### src/rtl/adxl345_iic_master.sv
// adxl345_iic_master: I2C initiator for ADXL345-style register bursts
// (write burst, or read burst with repeated start) on an open-drain bus.
// Optional build macro IIC_CLOCK_STRETCH_EN: wait for SCL to read high
// after releasing it before moving past that quarter.
`timescale 1ns/1ps
module adxl345_iic_master #(
  parameter int QUARTER_DIV = 250,
  parameter int MAX_BURST   = 64
) (
  input  logic                         clk,
  input  logic                         reset,
  input  logic                         cmd_valid,
  output logic                         cmd_ready,
  input  logic                         cmd_rnw,
  input  logic [6:0]                   cmd_dev_addr,
  input  logic [7:0]                   cmd_reg_addr,
  input  logic [$clog2(MAX_BURST)-1:0] cmd_len,
  input  logic [7:0]                   wdata,
  input  logic                         wdata_valid,
  output logic                         wdata_ready,
  output logic [7:0]                   rdata,
  output logic                         rdata_valid,
  output logic                         done,
  output logic                         nack_err,
  output logic                         busy,
  input  logic                         IIC_SCL_I,
  input  logic                         IIC_SDA_I,
  output logic                         IIC_SCL_O,
  output logic                         IIC_SDA_O
);
  localparam int LW = $clog2(MAX_BURST);
  localparam int QW = (QUARTER_DIV > 1) ? $clog2(QUARTER_DIV) : 1;
  localparam logic [QW-1:0] QLAST = QW'(QUARTER_DIV - 1);

  typedef enum logic [3:0] {
    S_IDLE, S_START, S_ADDR_W, S_ACK1, S_REG, S_ACK2, S_WDATA, S_WACK,
    S_RESTART, S_ADDR_R, S_ACK3, S_RDATA, S_MACK, S_STOP
  } state_t;

  state_t        state_q, state_d;
  logic [1:0]    ph_q, ph_d;
  logic [QW-1:0] qcnt_q, qcnt_d;
  logic [2:0]    bit_q, bit_d;
  logic [LW-1:0] cnt_q, cnt_d;
  logic          ack_q, ack_d;
  logic          nack_q, nack_d;
  logic          scl_q, scl_d, sda_q, sda_d;
  logic [7:0]    tx_q, tx_d, rx_q, rx_d;
  logic [6:0]    dev_q;
  logic [7:0]    reg_q;
  logic [LW-1:0] len_q;
  logic          rnw_q;
  logic          load_cmd, hold, starve, tick, last_byte;

`ifndef IIC_CLOCK_STRETCH_EN
  logic unused_scl_i;
  assign unused_scl_i = IIC_SCL_I;
`endif

  assign cmd_ready = (state_q == S_IDLE) && !reset;
  assign busy      = (state_q != S_IDLE);
  assign rdata     = rx_q;
  assign IIC_SCL_O = scl_q;
  assign IIC_SDA_O = sda_q;

  // Next-state logic: ph_q names the action taken at the end of the current quarter
  always_comb begin
    state_d = state_q; ph_d = ph_q; qcnt_d = qcnt_q; bit_d = bit_q; cnt_d = cnt_q;
    ack_d = ack_q; nack_d = nack_q; scl_d = scl_q; sda_d = sda_q;
    tx_d = tx_q; rx_d = rx_q; load_cmd = 1'b0;
    wdata_ready = 1'b0; rdata_valid = 1'b0; done = 1'b0; nack_err = 1'b0;
    hold = 1'b0;
`ifdef IIC_CLOCK_STRETCH_EN
    hold = (state_q != S_IDLE) && (ph_q == 2'd2) && !IIC_SCL_I;
`endif
    starve    = (state_q == S_WDATA) && (ph_q == 2'd0) && (bit_q == 3'd0) && !wdata_valid;
    last_byte = (cnt_q == len_q);
    tick      = (state_q != S_IDLE) && (qcnt_q == QLAST) && !hold && !starve;

    if (state_q == S_IDLE)   qcnt_d = '0;
    else if (qcnt_q != QLAST) qcnt_d = qcnt_q + QW'(1);
    else if (tick)           qcnt_d = '0;

    if (state_q == S_IDLE) begin
      if (cmd_valid) begin
        load_cmd = 1'b1; state_d = S_START; ph_d = 2'd0; bit_d = 3'd0;
        cnt_d = '0; nack_d = 1'b0; tx_d = {cmd_dev_addr, 1'b0};
      end
    end else if (tick) begin
      ph_d = ph_q + 2'd1;
      case (ph_q)
        2'd0: begin // SCL low: place the next SDA value
          case (state_q)
            S_RESTART: sda_d = 1'b1;
            S_STOP:    sda_d = 1'b0;
            S_ACK1, S_ACK2, S_ACK3, S_WACK, S_RDATA: sda_d = 1'b1;
            S_MACK:    sda_d = last_byte;
            S_WDATA: begin
              if (bit_q == 3'd0) begin
                wdata_ready = 1'b1; tx_d = wdata; sda_d = wdata[7];
              end else begin
                sda_d = tx_q[7];
              end
            end
            S_ADDR_W, S_REG, S_ADDR_R: sda_d = tx_q[7];
            default: ;
          endcase
        end
        2'd1: begin // START pulls SDA under high SCL, everything else raises SCL
          if (state_q == S_START) sda_d = 1'b0;
          else                    scl_d = 1'b1;
        end
        2'd2: begin // SCL high: sample, or form Sr / STOP edges
          case (state_q)
            S_RESTART: sda_d = 1'b0;
            S_STOP:    sda_d = 1'b1;
            S_RDATA:   rx_d  = {rx_q[6:0], IIC_SDA_I};
            S_ACK1, S_ACK2, S_ACK3, S_WACK: ack_d = IIC_SDA_I;
            default: ;
          endcase
        end
        default: begin // SCL falls, advance bit / state
          if (state_q == S_STOP) begin
            done = 1'b1; nack_err = nack_q; state_d = S_IDLE;
          end else begin
            scl_d = 1'b0;
            case (state_q)
              S_START:   state_d = S_ADDR_W;
              S_RESTART: begin tx_d = {dev_q, 1'b1}; state_d = S_ADDR_R; end
              S_ADDR_W, S_REG, S_WDATA, S_ADDR_R: begin
                tx_d = {tx_q[6:0], 1'b0};
                bit_d = bit_q + 3'd1;
                if (bit_q == 3'd7) begin
                  case (state_q)
                    S_ADDR_W: state_d = S_ACK1;
                    S_REG:    state_d = S_ACK2;
                    S_WDATA:  state_d = S_WACK;
                    default:  state_d = S_ACK3;
                  endcase
                end
              end
              S_RDATA: begin
                bit_d = bit_q + 3'd1;
                if (bit_q == 3'd7) begin rdata_valid = 1'b1; state_d = S_MACK; end
              end
              S_ACK1, S_ACK2, S_ACK3, S_WACK: begin
                if (ack_q) begin
                  nack_d = 1'b1; state_d = S_STOP;
                end else begin
                  case (state_q)
                    S_ACK1:  begin tx_d = reg_q; state_d = S_REG; end
                    S_ACK2:  state_d = rnw_q ? S_RESTART : S_WDATA;
                    S_ACK3:  state_d = S_RDATA;
                    default: begin
                      if (last_byte) state_d = S_STOP;
                      else begin cnt_d = cnt_q + LW'(1); state_d = S_WDATA; end
                    end
                  endcase
                end
              end
              S_MACK: begin
                if (last_byte) state_d = S_STOP;
                else begin cnt_d = cnt_q + LW'(1); state_d = S_RDATA; end
              end
              default: ;
            endcase
          end
        end
      endcase
    end

    if (reset) begin
      wdata_ready = 1'b0; rdata_valid = 1'b0; done = 1'b0; nack_err = 1'b0;
    end
  end

  // Control and bus-line registers; reset aborts and releases both lines
  always_ff @(posedge clk) begin
    if (reset) begin
      state_q <= S_IDLE; ph_q <= 2'd0; qcnt_q <= '0; bit_q <= 3'd0; cnt_q <= '0;
      ack_q <= 1'b0; nack_q <= 1'b0; scl_q <= 1'b1; sda_q <= 1'b1; rx_q <= 8'h00;
    end else begin
      state_q <= state_d; ph_q <= ph_d; qcnt_q <= qcnt_d; bit_q <= bit_d; cnt_q <= cnt_d;
      ack_q <= ack_d; nack_q <= nack_d; scl_q <= scl_d; sda_q <= sda_d; rx_q <= rx_d;
    end
  end

  // Command fields and transmit shifter
  always_ff @(posedge clk) begin
    tx_q <= tx_d;
    if (load_cmd) begin
      dev_q <= cmd_dev_addr; reg_q <= cmd_reg_addr; len_q <= cmd_len; rnw_q <= cmd_rnw;
    end
  end
endmodule

### config.mk
export PLATFORM = sky130hd
export DESIGN_NAME = adxl345_iic_master
export DESIGN_NICKNAME = d
export VERILOG_FILES = /design/src/rtl/adxl345_iic_master.sv
export SDC_FILE = /design/constraint.sdc
export NUM_CORES = 1
export LEC_CHECK = 0
export ABC_AREA = 1
export CAP_MARGIN = 20
export CELL_PAD_IN_SITES_DETAIL_PLACEMENT = 0
export CELL_PAD_IN_SITES_GLOBAL_PLACEMENT = 1
export CORE_MARGIN = 2
export CORE_UTILIZATION = 36
export CTS_CLUSTER_SIZE = 25
export DETAILED_ROUTE_END_ITERATION = 10
export PLACE_DENSITY_LB_ADDON = 0.2
export REMOVE_ABC_BUFFERS = 1
export SKIP_LAST_GASP = 1
export SYNTH_ARGS = -nofsm -noshare
export SYNTH_HDL_FRONTEND = slang
export SYNTH_SLANG_ARGS = --single-unit
### constraint.sdc
create_clock -name clk -period 2.6 [get_ports clk]
set_input_delay 0.26 -clock clk [delete_from_list [all_inputs] [get_ports clk]]
set_output_delay 0.26 -clock clk [all_outputs]
set_load 0.005 [all_outputs]
==> results of run 1 <==
-- worst max-delay path: cells and delay by family, from the launching register on --
family                 cells  cell delay [ns]
AND/OR/NAND/NOR            4             0.85
flip-flops                 1             0.47
buffers and inverters      1             0.56
-- cells in the mapped netlist (all sizes together) (5+ instances only) --
| cell | number |
|---|---|
| ha | 10 |
| inv | 64 |
| nor3 | 8 |
| o21ai | 18 |
| buf | 5 |
| edfxtp | 30 |
| a21oi | 36 |
| nand3 | 36 |
| a22oi | 5 |
| dfxtp | 35 |
| nand2 | 147 |
| nor2 | 50 |
-- layout make-up --
cell class,count,area [um^2],area share
repair buffers,60,576,0.127
flip-flops and latches,65,1610,0.354
clock inverters,3,20.0,0.00441
inverters,64,243,0.0535
multi-input cells,336,1750,0.385
well taps,133,166,0.0367
clock buffers,13,181,0.0400
-- what timing repair did --
| item | CTS | global route |
|---|---|---|
| endpoints found under the setup margin | 2 | 4 |
| gates resized for setup | 5 | 9 |
| pin swaps | 0 | 0 |
| setup buffers | 0 | 0 |
-- routing by layer --
layer	vias up	routed length, um	global-route usage	share of wire
li1	1668	-	-	-
met3	12	365	0.0476	0.040
met5	-	0	0	0
met1	1463	4510	0.236	0.49
met2	62	4110	0.285	0.45
met4	0	163	0.0579	0.018
-- cell usage in the layout (no fill, tap or decap), types with 2 or more instances in the layout --
cell type	count
o211ai_1	4
o21ai_0	16
nand2_1	137
clkbuf_8	9
inv_4	2
dfxtp_1	32
or2_2	2
edfxtp_1	30
nor3_2	2
buf_4	10
nand3b_1	4
nor2_2	4
nand4_1	4
nand3_1	34
nand3_2	2
clkbuf_1	2
clkdlybuf4s50_1	50
clkbuf_16	2
inv_1	57
a21oi_1	35
ha_1	9
inv_2	6
nor3_1	5
o21ai_1	2
nand2_2	5
nor2_4	4
xor2_1	4
nand2_4	5
a22oi_1	5
dfxtp_2	3
nor2_1	41
-- sequential cells by signal, summed over array words and instances (netlist names), 4 cells and up --
signal,count
state_q,4
qcnt_q,8
rdata,8
cnt_q,6
len_q,6
tx_q,8
dev_q,7
reg_q,8
-- path summary, 6_finish.rpt --
check / endpoint / slack, ns / startpoint / cells after the start
setup / recovery: nack_err / 0.13 / state_q[3] / 5
hold / removal: rdata[6] / 0.46 / rdata[5] / 2
setup reg to reg: rdata[6] / 0.50 / bit_q[0] / 10
hold reg to reg: rdata[6] / 0.46 / rdata[5] / 2
-- power by group through the flow --
stage	logic [mW]	clock network, mW	registers, mW
5_1_grt	1.56	0.947	1.50
3_3_place_gp	1.34	0	1.49
4_1_cts	1.37	0.908	1.47
3_5_place_dp	1.36	0	1.49
6_report	1.37	0.870	1.47
2_1_floorplan	0.889	0	1.46
-- logic make-up (layout without fill, tap and decap cells) --
logic type                 after synthesis  in the layout  synth area share
AOI/OAI and AO/OA                       67             67             0.103
xor gates and xnor gates                 5              5            0.0122
adders and majority gates               10             10            0.0348
buffers and inverters                   72            140            0.0812
DFF                                     65             65             0.446
and+or+nand+nor                        254            254             0.323
==> qor.yml, run 1 <==
cts:
  cts_max_level: 3
  cts_root_buf: "clkbuf_8"
  cts_sinks: 65
  cts_tree: "yes"
  clock_path_buffers: 2
  cts_hold_buf: 0
  numCtsBuffers: 9
  cts.clk_slew.worst_paths_ns: 0.07
  insertion_delay_ns: 0.34
synthesis:
  ys.flop_type: "dfxtp_1"
  seq_area_frac_synth: 0.446
  ys_async_sr_fraction: 0
  syn_inst: 473
  synth_cell_types: 38
  synth.avg_cell_area_um2: 7.59
  synthTopCellsByArea: "edfxtp_1, dfxtp_1, nand2_1"
  synth_top_area_cell: "edfxtp_1"
  synth-edff-count: 30
  yosys.area.top_type_share: 0.251
  ys_ff_latch: 65
  yosys_warnings: 0
  synthesis.area_um2: 3590
timing:
  post-route-worst-setup-slack_ns: 0.126
  setup_viol: 0
  max_freq_mhz: 404
  rsz0062_at_grt: "false"
  hold_viol_final: 0
  drv_slew: 0
  tightest_slew_ns: 0.617
  fin_skew_ns: 0.00908
  setup_tns_ns: 0
  hold_slack_ns: 0.464
  slew-limit-headroom: 0.587
  period_minus_slack_ns: 2.47
  min_period_over_period: 0.951
floorplanning:
  start_util: 0.369
  die_y_um: 104
  io_pins: 52
  rows: 36
  dieWidth_um: 104
  die_area_um2: 10800
  core_um2: 9730
power:
  p_int_mw: 2.28
  ir_drop_mv: 0.451
  p_leak_nw: 1.85
  seqPwrFrac: 0.397
  total_power_mw: 3.71
  power_frac_clock: 0.235
  sw_frac_of_total: 0.384
  combPwrFrac: 0.369
  power.density_nw_per_um2: 817
  power_switching_mw: 1.43
drt:
  first_iter_violations: 153
  ant_nets: 0
  wl_mm: 9.15
  drc_errors: 0
  firstDrtPassIters: 4
  vias: 3205
  viasPerCell: 4.76
  wire_per_inst_um: 13.6
global_route:
  grt_max_degree: 24
  track_usage: 0.179
  grt_pass1_vias: 3195
  grt_pass1_wl_mm: 15.5
  gr-total-overflow: 0
  grt_antenna_before_repair: 0
critical_path:
  path_class: "reg -> out"
  cpMaxStageDelayCell: "clkdlybuf4s50_1"
  critPathMaxStageDelay_ns: 0.56
  worstPathArrival_ns: 2.21
  path_max_fanout: 7
  end_kind: "primary output"
  worstPathRequired_ns: 2.34
  worstPathCellList: "nand2_1 -> nor2_4 -> nand2_1 -> nor4_2 -> clkdlybuf4s50_1"
  crit_top_cell: "nand2_1"
  crit_path_start_kind: "register"
placed_design:
  dp_slack_ns: 0.312
  dpl.cell_count: 658
  dpl_cell_area_um2: 4290
  io_buffers: 50
  dp.final_hpwl_mm: 6.64
  place.gp.congestion: 0.890
worst_hold_path:
  min_path_type: "reg -> reg"
outcome:
  outcome: "finished, final reports clean"
final_layout:
  drive_gt1_frac: 0.118
  finalNonFillerCells: 674
  nets: 582
  fill_cells: 1000
  finalInstanceArea_um2: 4540
  final_core_util: 0.467
  area_growth_pct: 26.4
  antenna_cells: 0
flow_run:
  cap_viol_max_count: 0
(Power assumes the default switching activity.)
==> inputs of run 2 (changes only) <==
CAP_MARGIN = 0   (was 20)
==> results of run 2 <==
The final DEF is identical to that of run 1; final timing and power are the same.
